File: src/rtl/sram_pkg.sv
// Shared definitions for the SRAM window: loader state encoding, window constants
// and the word-index to bus-address mapping.
package sram_pkg;

    // One-hot encoding, matching the SRAM-side controller style.
    typedef enum logic [4:0] {
        ST_IDLE = 5'b00001,
        ST_FILL = 5'b00010,
        ST_ADDR = 5'b00100,
        ST_DATA = 5'b01000,
        ST_FIN  = 5'b10000
    } load_state_e;

    localparam logic [31:0] SRAM_WIN_BASE = 32'h2000_0000;
    localparam logic [2:0]  HSIZE_WORD    = 3'b010;
    localparam int          SRAM_AW       = 14;

    // The window is 64 KB, so a word index only ever touches haddr[15:2].
    function automatic logic [31:0] word_haddr(input logic [31:0]        base,
                                               input logic [SRAM_AW-1:0] word_idx);
        return base | {{(32 - SRAM_AW - 2){1'b0}}, word_idx, 2'b00};
    endfunction

endpackage

File: src/rtl/byte_packer.sv
// Collects four stream bytes little-endian into one 32-bit word and flags the
// handshake that delivers the last byte of the word.
module byte_packer (
    input  logic        hclk,
    input  logic        hreset,
    input  logic        clear,
    input  logic        accept,
    input  logic [7:0]  data,
    output logic [31:0] word,
    output logic        word_done
);

    logic [1:0] byte_idx;

    always_ff @(posedge hclk or posedge hreset) begin
        if (hreset) begin
            byte_idx <= 2'd0;
            word     <= 32'd0;
        end else if (clear) begin
            byte_idx <= 2'd0;
        end else if (accept) begin
            word[{byte_idx, 3'b000} +: 8] <= data;
            byte_idx                      <= byte_idx + 2'd1;
        end
    end

    // Combinational so the loader can leave FILL on the very edge that takes byte 3.
    assign word_done = accept && (byte_idx == 2'd3);

endmodule

File: src/rtl/sram_stream_loader.sv
// AHB-lite write master that packs a byte stream into words and writes them to
// consecutive word addresses of the on-chip SRAM window.
module sram_stream_loader
    import sram_pkg::*;
#(
    parameter logic [31:0] BASE_ADDR = SRAM_WIN_BASE
) (
    input  logic                hclk,
    input  logic                hreset,
    input  logic                start,
    input  logic [SRAM_AW-1:0]  start_addr,
    input  logic [SRAM_AW:0]    word_count,
    output logic                busy,
    output logic                done,
    output logic                err,
    input  logic                s_valid,
    output logic                s_ready,
    input  logic [7:0]          s_data,
    output logic                hsel,
    output logic [31:0]         haddr,
    output logic [2:0]          hsize,
    output logic                hwrite,
    output logic [31:0]         hwdata,
    input  logic                hready,
    input  logic                hresp
);

    load_state_e        state;
    logic [SRAM_AW-1:0] addr;
    logic [SRAM_AW:0]   remaining;

    logic               accept;
    logic               start_ok;
    logic               word_done;
    logic [31:0]        packed_word;

    assign accept   = s_valid && s_ready;
    assign start_ok = (state == ST_IDLE) && start;

    byte_packer u_packer (
        .hclk      (hclk),
        .hreset    (hreset),
        .clear     (start_ok),
        .accept    (accept),
        .data      (s_data),
        .word      (packed_word),
        .word_done (word_done)
    );

    // NOTE: every state and output register here uses <= so that all of them
    // update from the same pre-edge values; a blocking assignment would let a later
    // statement see the new value and silently reorder the pipeline.
    always_ff @(posedge hclk or posedge hreset) begin
        if (hreset) begin
            state     <= ST_IDLE;
            addr      <= '0;
            remaining <= '0;
            busy      <= 1'b0;
            done      <= 1'b0;
            err       <= 1'b0;
            s_ready   <= 1'b0;
            hsel      <= 1'b0;
            hwrite    <= 1'b0;
            hsize     <= HSIZE_WORD;
            haddr     <= 32'd0;
            hwdata    <= 32'd0;
        end else begin
            done <= 1'b0;

            case (state)
                ST_IDLE: begin
                    if (start) begin
                        err  <= 1'b0;
                        busy <= 1'b1;
                        if (word_count == '0) begin
                            state <= ST_FIN;
                        end else begin
                            addr      <= start_addr;
                            remaining <= word_count;
                            s_ready   <= 1'b1;
                            state     <= ST_FILL;
                        end
                    end
                end

                ST_FILL: begin
                    if (word_done) begin
                        s_ready <= 1'b0;
                        hsel    <= 1'b1;
                        hwrite  <= 1'b1;
                        haddr   <= word_haddr(BASE_ADDR, addr);
                        state   <= ST_ADDR;
                    end
                end

                // Address phase outputs simply hold while the slave stalls.
                ST_ADDR: begin
                    if (hready) begin
                        hsel   <= 1'b0;
                        hwrite <= 1'b0;
                        hwdata <= packed_word;
                        state  <= ST_DATA;
                    end
                end

                // An error response aborts on its first cycle, even before hready.
                ST_DATA: begin
                    if (hresp) begin
                        err   <= 1'b1;
                        busy  <= 1'b0;
                        done  <= 1'b1;
                        state <= ST_FIN;
                    end else if (hready) begin
                        addr      <= addr + 1'b1;
                        remaining <= remaining - 1'b1;
                        if (remaining == 1) begin
                            busy  <= 1'b0;
                            done  <= 1'b1;
                            state <= ST_FIN;
                        end else begin
                            s_ready <= 1'b1;
                            state   <= ST_FILL;
                        end
                    end
                end

                // Entered from DATA, done is already up. Entered from IDLE on an
                // empty job, busy is still up, so raise done here before leaving.
                ST_FIN: begin
                    if (busy) begin
                        busy <= 1'b0;
                        done <= 1'b1;
                    end else begin
                        state <= ST_IDLE;
                    end
                end

                default: begin
                    state <= ST_IDLE;
                end
            endcase
        end
    end

endmodule

File: config.mk
export PLATFORM = sky130hd
export DESIGN_NAME = sram_stream_loader
export DESIGN_NICKNAME = d
export VERILOG_FILES = /design/src/rtl/sram_pkg.sv /design/src/rtl/byte_packer.sv /design/src/rtl/sram_stream_loader.sv
export SDC_FILE = /design/constraint.sdc
export NUM_CORES = 1
export LEC_CHECK = 0
export ABC_CLOCK_PERIOD_IN_PS = 7030
export CAP_MARGIN = 20
export CELL_PAD_IN_SITES_DETAIL_PLACEMENT = 0
export CELL_PAD_IN_SITES_GLOBAL_PLACEMENT = 1
export CORE_MARGIN = 2
export CORE_UTILIZATION = 44
export DETAILED_ROUTE_END_ITERATION = 8
export GPL_ROUTABILITY_DRIVEN = 0
export GPL_TIMING_DRIVEN = 0
export PLACE_DENSITY_LB_ADDON = 0.08
export SETUP_SLACK_MARGIN = 0.1
export SKIP_CTS_REPAIR_TIMING = 1
export SLEW_MARGIN = 20
export SYNTH_ARGS = -nofsm -noshare
export SYNTH_HDL_FRONTEND = slang
export SYNTH_HIERARCHICAL = 1
export SYNTH_SLANG_ARGS = --single-unit
export TNS_END_PERCENT = 1
File: constraint.sdc
create_clock -name hclk -period 7.03 [get_ports hclk]
set_clock_uncertainty 0.05 [all_clocks]
set_input_delay 2.109 -clock hclk [delete_from_list [all_inputs] [get_ports hclk]]
set_output_delay 2.109 -clock hclk [all_outputs]
set_load 0.02 [all_outputs]
## Word level (Yosys, flattened, before mapping)

Index checks and enable logic that the tools add are counted.

| storage, ports and cells | value |
|---|---|
| input port bits | 43 |
| word-level logic and storage cells | 100 |
| register bits after elaboration | 120 |
| output and inout bits | 73 |

| cells by class | value |
|---|---|
| multiplexer cells | 45 |
| equal/unequal tests | 18 |
| shift-type cells | 2 |
| bitwise operators | 1 |
| reduce and logical (&&, ||, !) cells | 18 |
| add/sub/neg operators | 4 |

Operators with widths:

| cell | count |
|---|---|
| $mux 15 | 4 |
| $mux 14 | 4 |
| $mux 5 | 8 |
| $bwmux 32 | 1 |
| $shift 8x7->32 const A | 1 |
| $shiftx 8x7->32 | 1 |
| $pmux 15 s2 | 1 |
| $pmux 14 s2 | 1 |
| $pmux 5 s5 | 1 |
| $mux 1 | 18 |
| $ne 2x2->1 const B | 8 |
| $eq 15x1->1 const B | 1 |
| $logic_not 15->1 | 1 |
| $sub 15x1->15 const B | 1 |
| $add 14x1->14 const B | 1 |
| $reduce_and 5->1 | 2 |
| $neg 5->7 | 1 |
| $reduce_and 7->1 | 1 |
| $ne 3x3->1 const B | 2 |
| $pmux 1 s2 | 3 |
| $pmux 1 s3 | 2 |
| $reduce_and 2->1 | 3 |
| $reduce_and 3->1 | 2 |
| $reduce_bool 2->1 | 3 |
| other kinds (13) | 17 |

## Logic depth before layout (Yosys ltp)

Gate-level depths: netlist (run 1).

| logic depth | value |
|---|---|
| word-level depth | 5 |
| gate-level depth with buffers | 8 |
| mapped depth without buffers | 7 |

## Hierarchy

The synthesis (run 1) kept the hierarchy.

By module, submodules not included:

| module | area each (um^2) | sequential area each (um^2) | cells each | times used |
|---|---|---|---|---|
| sram_stream_loader | 4285.4 | 2153.3 | 414 | 1 |
| byte_packer | 1651.6 | 850.8 | 152 | 1 |

## Least setup slack after synthesis (run 1)

OpenSTA, ideal clock, no wires.

| path | value |
|---|---|
| kind | in2reg |
| start point | input s_valid |
| end point | register haddr[2] |
| setup time | 125 ps |
| slack | 3433 ps |
| buffers on the path | 3 |
| data required time | 6855 ps |
| stages on the path | 7 |
| arrival time | 3422 ps |
| path through | and2_1 > buf_2 > and2_1 > and4b_1 > buf_2 > buf_2 > mux2_2 |

| between the ends | value |
|---|---|
| cells in the longest elaborated chain, start to end | 3 |

Ends and longest elaborated chain:

| what | RTL line | text |
|---|---|---|
| start: declaration | sram_stream_loader.sv:16 | `input logic s_valid,` |
| $logic_and 1x1->1 | sram_stream_loader.sv:37 | `assign accept = s_valid && s_ready;` |
| $logic_and 1x1->1 | byte_packer.sv:28 | `assign word_done = accept && (byte_idx == 2'd3);` |
| via word_done | sram_stream_loader.sv:34 | `logic word_done;` |
| $reduce_and 2->1 (no source line) | - |  |
| end signal: assignment | sram_stream_loader.sv:91 | `haddr <= word_haddr(BASE_ADDR, addr);` |
| end: declaration | sram_stream_loader.sv:20 | `output logic [31:0] haddr,` |

The timed path passes the listed nets, and every way through them passes these cells.
A chain may end at the register's enable or synchronous reset.

## Final worst setup path (run 1)

| path | value |
|---|---|
| start point | input word_count[1] |
| end point | register remaining[2] |

| between the ends | value |
|---|---|
| cells in the longest elaborated chain, start to end | 3 |

Ends and longest elaborated chain:

| what | RTL line | text |
|---|---|---|
| start: declaration | sram_stream_loader.sv:12 | `input logic [SRAM_AW:0] word_count,` |
| $logic_not 15->1 | sram_stream_loader.sv:75 | `if (word_count == '0) begin` |
| $ne 2x2->1 (no source line) | - |  |
| $reduce_and 5->1 (no source line) | - |  |
| end signal: assignment | sram_stream_loader.sv:79 | `remaining <= word_count;` |
| end signal: assignment | sram_stream_loader.sv:115 | `remaining <= remaining - 1'b1;` |
| end: declaration | sram_stream_loader.sv:30 | `logic [SRAM_AW:0] remaining;` |

Every way passes these cells.

==> impl_metrics.py, run 1 <==
metrics = {
    "placed_design": {
        "pre_cts_slack_ns": 2.58,
        "portBuffers": 94,
        "place_area_sq_mm": 0.00720,
        "place_hpwl_microns": 10500,
        "post-place-cells": 856,
    },
    "cells_and_area": {
        "fin_area_sq_mm": 0.00787,
        "drive_gt1_share_pct": 19.5,
        "utilization_pct": 59.7,
        "fillers": 1108,
        "area.growth.synth_to_final_pct": 32.6,
        "instances_no_fill": 888,
        "num_antenna_cells": 0,
        "nets": 750,
    },
    "sta": {
        "worst-slew-pin-transition_ns": 0.767,
        "max_freq_ghz": 0.247,
        "rsz0062_at_grt": "false",
        "fin_ws_ns": 2.99,
        "slew_violations": 0,
        "maxSlewHeadroom_pct": 48.4,
        "setup_viol": 0,
        "tns_ns": 0,
        "finalCritPeriodShare_pct": 57.5,
        "fin_crit_ns": 4.04,
        "whs_ns": 0.417,
        "hold_viol": 0,
    },
    "worst_setup_path": {
        "regToRegStartpoint": "state[0]",
        "crit_chain": "clkdlybuf4s50_1 -> nor4_1 -> and4_1 -> o2bb2ai_2 -> clkbuf_1 -> o21ai_0",
        "critPathArrivalTime_ns": 4.26,
        "critical_path_class": "input pin to flip-flop",
        "cp.required_ns": 7.25,
        "r2r_slack_ns": 4.42,
        "crit_path_max_fanout": 10,
        "worstSetupEndpointType": "flip-flop",
        "cpMaxStageDelayCell": "clkbuf_1",
        "reg2regPathDepth": 8,
        "critPathMaxStageDelay_ns": 0.45,
        "reg2reg_to": "u_packer/word[18]",
        "critPathLaunchType": "input pin",
    },
    "cts": {
        "tritoncts": "built",
        "cts_buffers": 17,
        "clockBufferDepth": 2,
        "clk_latency_ns": 0.41,
        "clkSlewWorstSetupHoldPaths_ns": 0.06,
        "cts_sinks": 120,
        "cts.htree.levels": 4,
        "clock_tree.root_cell": "clkbuf_16",
    },
    "yosys": {
        "syn-cell-area_sq_mm": 0.00594,
        "synthTopCellsByCount": "dfrtp_1, nand2_1, mux2_2",
        "synth_top_area_share_pct": 50.2,
        "ys_types": 63,
        "synth.most_common_cell": "dfrtp_1",
        "postSynthCellCount": 566,
        "synth_top_cell_by_area": "dfrtp_1",
        "synth_warnings": 12,
        "synth_edf_count": 0,
        "synth-main-ff-cell": "dfrtp_1",
        "synth.avg_cell_area_sq_um": 10.5,
        "ys_seq_area_share_pct": 50.6,
        "synth-seq-cells": 120,
        "async_reset_ff_share_pct": 100,
        "synth_area_leaders": "dfrtp_1, mux2_2, nand2_1",
    },
    "drt": {
        "routed_wl_microns": 14700,
        "vias": 4790,
        "ant_nets": 0,
        "drt_iter0_markers": 359,
        "drc": 0,
        "vias_per_cell": 5.39,
        "wl_per_cell_microns": 16.6,
        "first_pass_iters": 5,
    },
    "hold_path": {
        "min_from": "haddr[29]",
        "hp-class": "flip-flop to flip-flop",
        "min_delay_worst_endpoint": "haddr[29]",
        "holdPathStages": 1,
    },
    "global_routing": {
        "grt_max_degree": 53,
        "track_usage_pct": 21.6,
        "gr-total-overflow": 0,
        "grt_pass1_wl_microns": 24200,
        "grt_antenna_before_repair": 0,
        "grt_pass1_vias": 4707,
    },
    "pwr": {
        "swShare_pct": 33.1,
        "power_frac_comb_pct": 29.3,
        "p_leak_nw": 3.44,
        "intPower_mw": 1.95,
        "powerDensity_mw_per_mm2": 370,
        "p_seq_share_pct": 37.3,
        "finalPower_mw": 2.92,
        "pwr-share-clk_pct": 33.5,
        "vdd_drop_max_mv": 0.175,
        "power.switching_uw": 964,
    },
    "floorplanning": {
        "rows": 42,
        "chipWidth_microns": 120,
        "pin_count": 116,
        "die_area_sq_mm": 0.0144,
        "initial_core_util_pct": 45.0,
        "fp.coreArea_sq_mm": 0.0132,
        "die_y_microns": 120,
    },
    "run": {
        "drv_cap": 0,
    },
    "outcome": {
        "status": "completed",
    },
}
## critical path: cells and delay by family
family / cells / cell delay [ns]
compound gates: 2 / 0.47
simple gates: 2 / 0.79
buf+inv: 2 / 0.88
## placed cells by master (no fill, tap or decap), drive strengths merged, types with 5 or more instances in the layout
cell,Yosys,final
nor4,8,8
dfrtp,119,119
nor2,25,25
o22ai,8,8
inv,35,36
conb,1,20
ha,8,8
o32ai,25,25
a2bb2oi,7,7
a21oi,31,31
clkbuf,19,40
nor3,13,13
a31oi,6,6
nand2,55,55
buf,40,41
a32o,8,8
o21ai,35,35
clkdlybuf4s50,0,94
nand3,8,8
mux2,46,46
bufinv,0,5
nor2b,5,5
## flip-flops by register name, summed over array words and instances, names as in the netlist, 2 cells and up
| name | flops |
|---|---|
| u_packer/byte_idx | 2 |
| u_packer/word | 32 |
| remaining | 15 |
| haddr | 15 |
| state | 5 |
| hwdata | 32 |
| addr | 14 |
## how the worst max path moves through the flow
stage	from	endpoint	cells past startpoint
global placement	hreset	hwdata[5]	2
detailed placement	word_count[1]	remaining[2]	6
CTS	word_count[1]	remaining[2]	6
global route	word_count[1]	remaining[2]	6
floorplan	hreset	addr[0]	1
finish	word_count[1]	remaining[2]	6
## layout make-up
| class | count | area (sq um) | area share (%) |
|---|---|---|---|
| multi-input cells | 371 | 2540 | 32.3 |
| repair buffers | 95 | 968 | 12.3 |
| clock buffers | 21 | 480 | 6.10 |
| well taps | 176 | 220 | 2.80 |
| inverters | 35 | 134 | 1.70 |
| clock inverters | 11 | 191 | 2.43 |
| flip-flops and latches | 120 | 3000 | 38.2 |
| plain buffers | 59 | 332 | 4.21 |
## layer usage
layer  up-vias  routed length (microns)  global-route usage, %
met5         -                        0                      0
met4         0                      290                   8.09
met3        20                      809                   4.66
met2       159                     6550                   32.1
met1      2333                     7080                   31.1
li1       2278                        -                      -
## power groups by stage
stage | Combinational [mW] | Sequential [mW] | Clock, mW
floorplan | 0.541 | 1.09 | 0
global placement | 0.828 | 1.08 | 0
detailed placement | 0.850 | 1.09 | 0
CTS | 0.855 | 1.08 | 0.994
global route | 0.943 | 1.12 | 1.03
finish | 0.853 | 1.09 | 0.976
## cell families (layout without fill, tap and decap cells)
group | Yosys count | count (layout) | share of synthesized area [%]
AND/OR/NAND/NOR | 154 | 154 | 13.6
AO/OA/AOI/OAI | 140 | 140 | 17.1
flip-flops | 120 | 120 | 50.6
buffers and inverters | 94 | 221 | 7.80
multiplexers | 48 | 48 | 9.06
adder cells (fa/ha/maj) | 8 | 8 | 1.69
other | 1 | 20 | 0.0632
XOR/XNOR | 1 | 1 | 0.148
Power figures use the tool's default switching activity.
==> run 2: changes to the inputs <==
--- a/config.mk
+++ b/config.mk
@@ -5,12 +5,12 @@
 export SDC_FILE = /design/constraint.sdc
 export NUM_CORES = 1
 export LEC_CHECK = 0
-export ABC_CLOCK_PERIOD_IN_PS = 7030
+export ABC_CLOCK_PERIOD_IN_PS = 4019
 export CAP_MARGIN = 20
 export CELL_PAD_IN_SITES_DETAIL_PLACEMENT = 0
 export CELL_PAD_IN_SITES_GLOBAL_PLACEMENT = 1
 export CORE_MARGIN = 2
-export CORE_UTILIZATION = 44
+export CORE_UTILIZATION = 40
 export DETAILED_ROUTE_END_ITERATION = 8
 export GPL_ROUTABILITY_DRIVEN = 0
 export GPL_TIMING_DRIVEN = 0
==> constraint.sdc (replaced) <==
create_clock -name hclk -period 4.02 [get_ports hclk]
set_clock_uncertainty 0.05 [all_clocks]
set_input_delay 1.206 -clock hclk [delete_from_list [all_inputs] [get_ports hclk]]
set_output_delay 1.206 -clock hclk [all_outputs]
set_load 0.02 [all_outputs]
==> run 2 against run 1 <==
Against the previous run: final cell count is 0.90% higher; wire length is 3.9% higher; final area is 0.45% lower; non-clock buffer count stayed put; first-iteration DRC count is 31% higher; sequential power is 74% higher; critical endpoint is now remaining[8]; highest routed layer unchanged.
==> impl_metrics.py, run 2 (synthesized netlist as in run 1, its figures left out) <==
metrics = {
    "outcome": {
        "status": "completed",
    },
    "floorplanning": {
        "fp.coreArea_sq_mm": 0.0145,
        "rows": 44,
        "chipWidth_microns": 126,
        "die_y_microns": 126,
        "die_area_sq_mm": 0.0158,
        "initial_core_util_pct": 40.8,
        "pin_count": 116,
    },
    "drt": {
        "ant_nets": 0,
        "routed_wl_microns": 15300,
        "drc": 0,
        "vias_per_cell": 5.38,
        "vias": 4820,
        "drt_iter0_markers": 469,
        "wl_per_cell_microns": 17.1,
        "first_pass_iters": 5,
    },
    "sta": {
        "maxSlewHeadroom_pct": 49.2,
        "fin_ws_ns": 0.807,
        "max_freq_ghz": 0.311,
        "tns_ns": 0,
        "worst-slew-pin-transition_ns": 0.756,
        "setup_viol": 0,
        "rsz0062_at_grt": "false",
        "slew_violations": 0,
        "finalCritPeriodShare_pct": 79.9,
        "hold_viol": 0,
        "fin_crit_ns": 3.21,
    },
    "cts": {
        "cts_buffers": 17,
        "clockBufferDepth": 2,
        "cts_sinks": 120,
        "cts.htree.levels": 4,
        "clkSlewWorstSetupHoldPaths_ns": 0.05,
        "clock_tree.root_cell": "clkbuf_16",
        "tritoncts": "built",
        "clk_latency_ns": 0.41,
    },
    "cells_and_area": {
        "fin_area_sq_mm": 0.00784,
        "instances_no_fill": 896,
        "multi_input_area_sq_mm": 0.00254,
        "fillers": 1330,
        "nets": 750,
        "seq_area_sq_mm": 0.00300,
        "layout_commonest_cell": "dfrtp_1",
        "num_antenna_cells": 0,
        "mostFrequentLayoutCells": "dfrtp_1, clkdlybuf4s50_1, nand2_1",
        "top_regs": "hwdata (32), u_packer/word (32)",
        "area.growth.synth_to_final_pct": 32.0,
        "drive_gt1_share_pct": 19.0,
    },
    "worst_setup_path": {
        "critical_path_class": "input pin to flip-flop",
        "reg2regPathDepth": 8,
        "critPathLaunchType": "input pin",
        "crit_path_max_fanout": 10,
        "cp.required_ns": 4.23,
        "r2r_slack_ns": 1.39,
        "worstSetupEndpointType": "flip-flop",
        "critPathArrivalTime_ns": 3.43,
    },
    "placed_design": {
        "portBuffers": 94,
        "place_hpwl_microns": 10700,
        "place_area_sq_mm": 0.00721,
        "pre_cts_slack_ns": 0.349,
        "post-place-cells": 864,
    },
    "global_routing": {
        "grt_antenna_before_repair": 0,
        "track_usage_pct": 19.8,
        "grt_pass1_vias": 4733,
        "grt_pass1_wl_microns": 24900,
        "grt_max_degree": 60,
        "gr-total-overflow": 0,
    },
    "pwr": {
        "p_leak_nw": 3.43,
        "vdd_drop_max_mv": 0.403,
        "powerDensity_mw_per_mm2": 640,
    },
    "hold_path": {
        "hp-class": "flip-flop to flip-flop",
        "holdPathStages": 1,
    },
    "run": {
        "drv_cap": 0,
    },
}
## run 2: layout make-up
type                    count  share of cell area [%]
plain buffers              59                    4.23
clock buffers              24                    6.15
clock inverters             8                    1.82
inverters                  35                    1.74
multi-input cells         371                    32.4
flip-flops and latches    120                    38.3
well taps                 184                    2.94
repair buffers             95                    12.4
## run 2: metal layers
layer,track usage (%),part of all wire (%)
met5,0,0
met4,7.89,1.6
met1,30.1,50
met3,5.40,6.4
met2,26.8,42
## run 2: where the power goes
group / switching (mW) / internal [mW] / total, mW
combinational: 0.842 / 0.665 / 1.51
clock: 0.527 / 1.08 / 1.61
sequential: 0.310 / 1.59 / 1.90
## run 2: stage by stage
step	total power [mW]	utilization, %	hold WS, ns
CTS	5.04	53.9	0.425
global placement	3.36	49.4	0.403
floorplan	2.86	-	0.410
finish	5.01	53.9	0.416
detailed placement	3.40	49.6	0.413
global route	5.33	53.9	0.450
## run 2: final timing paths
check	from	endpoint
max	word_count[8]	remaining[8]
min	haddr[29]	haddr[29]
max reg2reg	state[0]	u_packer/word[0]
min reg2reg	haddr[29]	haddr[29]
max in group asynchronous	hreset	u_packer/word[15]
min in group asynchronous	hreset	addr[8]
## run 2: critical path: stages
cell and delay, ns:
clkdlybuf4s50_1 0.45, nor4_1 0.42, and4_1 0.39, o2bb2ai_2 0.28, clkbuf_1 0.49, o21ai_0 0.19
==> run 3: changes to the inputs <==
--- a/config.mk
+++ b/config.mk
@@ -5,12 +5,12 @@
 export SDC_FILE = /design/constraint.sdc
 export NUM_CORES = 1
 export LEC_CHECK = 0
-export ABC_CLOCK_PERIOD_IN_PS = 4019
+export ABC_CLOCK_PERIOD_IN_PS = 2700
 export CAP_MARGIN = 20
 export CELL_PAD_IN_SITES_DETAIL_PLACEMENT = 0
 export CELL_PAD_IN_SITES_GLOBAL_PLACEMENT = 1
 export CORE_MARGIN = 2
-export CORE_UTILIZATION = 40
+export CORE_UTILIZATION = 36
 export DETAILED_ROUTE_END_ITERATION = 8
 export GPL_ROUTABILITY_DRIVEN = 0
 export GPL_TIMING_DRIVEN = 0
==> constraint.sdc (replaced) <==
create_clock -name hclk -period 2.7 [get_ports hclk]
set_clock_uncertainty 0.05 [all_clocks]
set_input_delay 0.81 -clock hclk [delete_from_list [all_inputs] [get_ports hclk]]
set_output_delay 0.81 -clock hclk [all_outputs]
set_load 0.02 [all_outputs]
==> run 3 against run 2 <==
Against the previous run: register-to-register slack got worse by 1.0 ns; critical path type unchanged; highest routed layer unchanged; wire length rose by 0.49%; critical path depth rose by 2.
==> impl_metrics.py, run 3 (synthesized netlist as in run 1, its figures left out) <==
metrics = {
    "outcome": {
        "status": "completed",
    },
    "global_routing": {
        "grt_antenna_before_repair": 0,
        "gr-total-overflow": 0,
        "grt_pass1_vias": 4807,
        "grt_max_degree": 35,
        "track_usage_pct": 18.5,
        "grt_pass1_wl_microns": 25700,
    },
    "drt": {
        "drt_iter0_markers": 438,
        "vias_per_cell": 5.15,
        "ant_nets": 0,
        "drc": 0,
        "vias": 4784,
        "routed_wl_microns": 15400,
        "first_pass_iters": 5,
        "wl_per_cell_microns": 16.6,
    },
    "cts": {
        "clk_latency_ns": 0.42,
        "clockBufferDepth": 2,
        "cts.htree.levels": 4,
        "tritoncts": "built",
        "cts_sinks": 120,
        "clkSlewWorstSetupHoldPaths_ns": 0.05,
        "clock_tree.root_cell": "clkbuf_16",
        "cts_buffers": 17,
    },
    "cells_and_area": {
        "top_regs": "hwdata (32), u_packer/word (32)",
        "mostFrequentLayoutCells": "dfrtp_1, clkdlybuf4s50_1, nand2_1",
        "nets": 751,
        "num_antenna_cells": 0,
        "area.growth.synth_to_final_pct": 33.6,
        "drive_gt1_share_pct": 19.6,
        "layout_commonest_cell": "dfrtp_1",
    },
    "placed_design": {
        "portBuffers": 94,
        "place_hpwl_microns": 11200,
    },
    "sta": {
        "whs_ns": 0.412,
        "hold_viol": 0,
        "worst-slew-pin-transition_ns": 0.745,
        "max_freq_ghz": 0.395,
        "finalCritPeriodShare_pct": 93.7,
        "tns_ns": 0,
        "slew_violations": 0,
        "maxSlewHeadroom_pct": 49.9,
        "rsz0062_at_grt": "true",
        "fin_crit_ns": 2.53,
        "setup_viol": 0,
    },
    "worst_setup_path": {
        "critPathArrivalTime_ns": 2.77,
        "critPathLaunchType": "input pin",
        "critical_path_class": "input pin to flip-flop",
        "cp.required_ns": 2.94,
        "cpMaxStageDelayCell": "clkdlybuf4s50_1",
        "crit_path_max_fanout": 10,
        "crit_chain": "clkdlybuf4s50_1 -> and2_1 -> clkbuf_4 -> and2_1 -> and4b_1 -> clkbuf_4 -> buf_4 -> mux2_2",
        "critPathMaxStageDelay_ns": 0.46,
        "worstSetupEndpointType": "flip-flop",
        "path_buf_inv": 4,
        "r2r_slack_ns": 0.35,
        "crit_family": "buffers and inverters",
    },
    "pwr": {
        "powerDensity_mw_per_mm2": 943,
        "p_leak_nw": 3.45,
        "vdd_drop_max_mv": 0.494,
    },
    "floorplanning": {
        "pin_count": 116,
        "die_y_microns": 132,
        "initial_core_util_pct": 37.1,
        "die_area_sq_mm": 0.0175,
        "rows": 46,
        "fp.coreArea_sq_mm": 0.0160,
        "chipWidth_microns": 132,
    },
    "hold_path": {
        "hp-class": "flip-flop to flip-flop",
    },
    "run": {
        "drv_cap": 0,
    },
}
## run 3: cell count changes in the layout (fill, tap and decap cells not counted), moves of 2 or more
cell      previous run  this run
buf_2               15        11
clkbuf_1            22        19
clkbuf_2             1         4
clkbuf_4             0         3
clkbuf_8             3         0
clkinv_2             3         5
## run 3: cell type report
class	instances	area (sq um)
Sequential cell	120	3000
Buffer	58	342
Inverter	35	135
Timing Repair Buffer	97	1020
Tap cell	216	270
Clock buffer	22	444
Clock inverter	10	175
Fill cell	1528	8070
Multi-Input combinational cell	371	2550
## run 3: worst paths after layout
| check | start | endpoint | depth (start not counted) |
|---|---|---|---|
| hold reg to reg | haddr[29] | haddr[29] | 1 |
| hold / removal | haddr[29] | haddr[29] | 1 |
| setup reg to reg | state[4] | addr[10] | 8 |
| max in group asynchronous | hreset | state[0] | 4 |
| setup / recovery | s_valid | haddr[7] | 8 |
| min in group asynchronous | hreset | addr[6] | 2 |
## run 3: metrics by stage
step | total power [mW] | utilization, % | setup slack [ns] | area, sq um | std cells
6_report | 7.48 | 49.6 | 0.169 | 7930 | 929
5_1_grt | 7.95 | 49.6 | 0.0234 | 7930 | 929
4_1_cts | 7.53 | 49.5 | 0.00642 | 7920 | 930
3_5_place_dp | 5.07 | 45.6 | -0.443 | 7300 | 898
3_3_place_gp | 5.02 | 45.1 | -0.406 | 7220 | 895
2_1_floorplan | 4.26 | - | 0.402 | 6010 | 585
## run 3: metal layers
layer / vias to the layer above / share of wire, % / GRT usage, %
li1: 2270 / - / -
met1: 2340 / 50 / 27.4
met2: 162 / 44 / 26.7
met3: 12 / 4.9 / 3.91
met4: 0 / 1.2 / 6.45
met5: - / 0 / 0
## run 3: report_power, final
part	switching (mW)	leakage, nW	total, mW	internal (mW)
sequential	0.478	1.57	2.84	2.36
clock	0.782	0.306	2.41	1.63
combinational	1.23	1.58	2.23	0.998
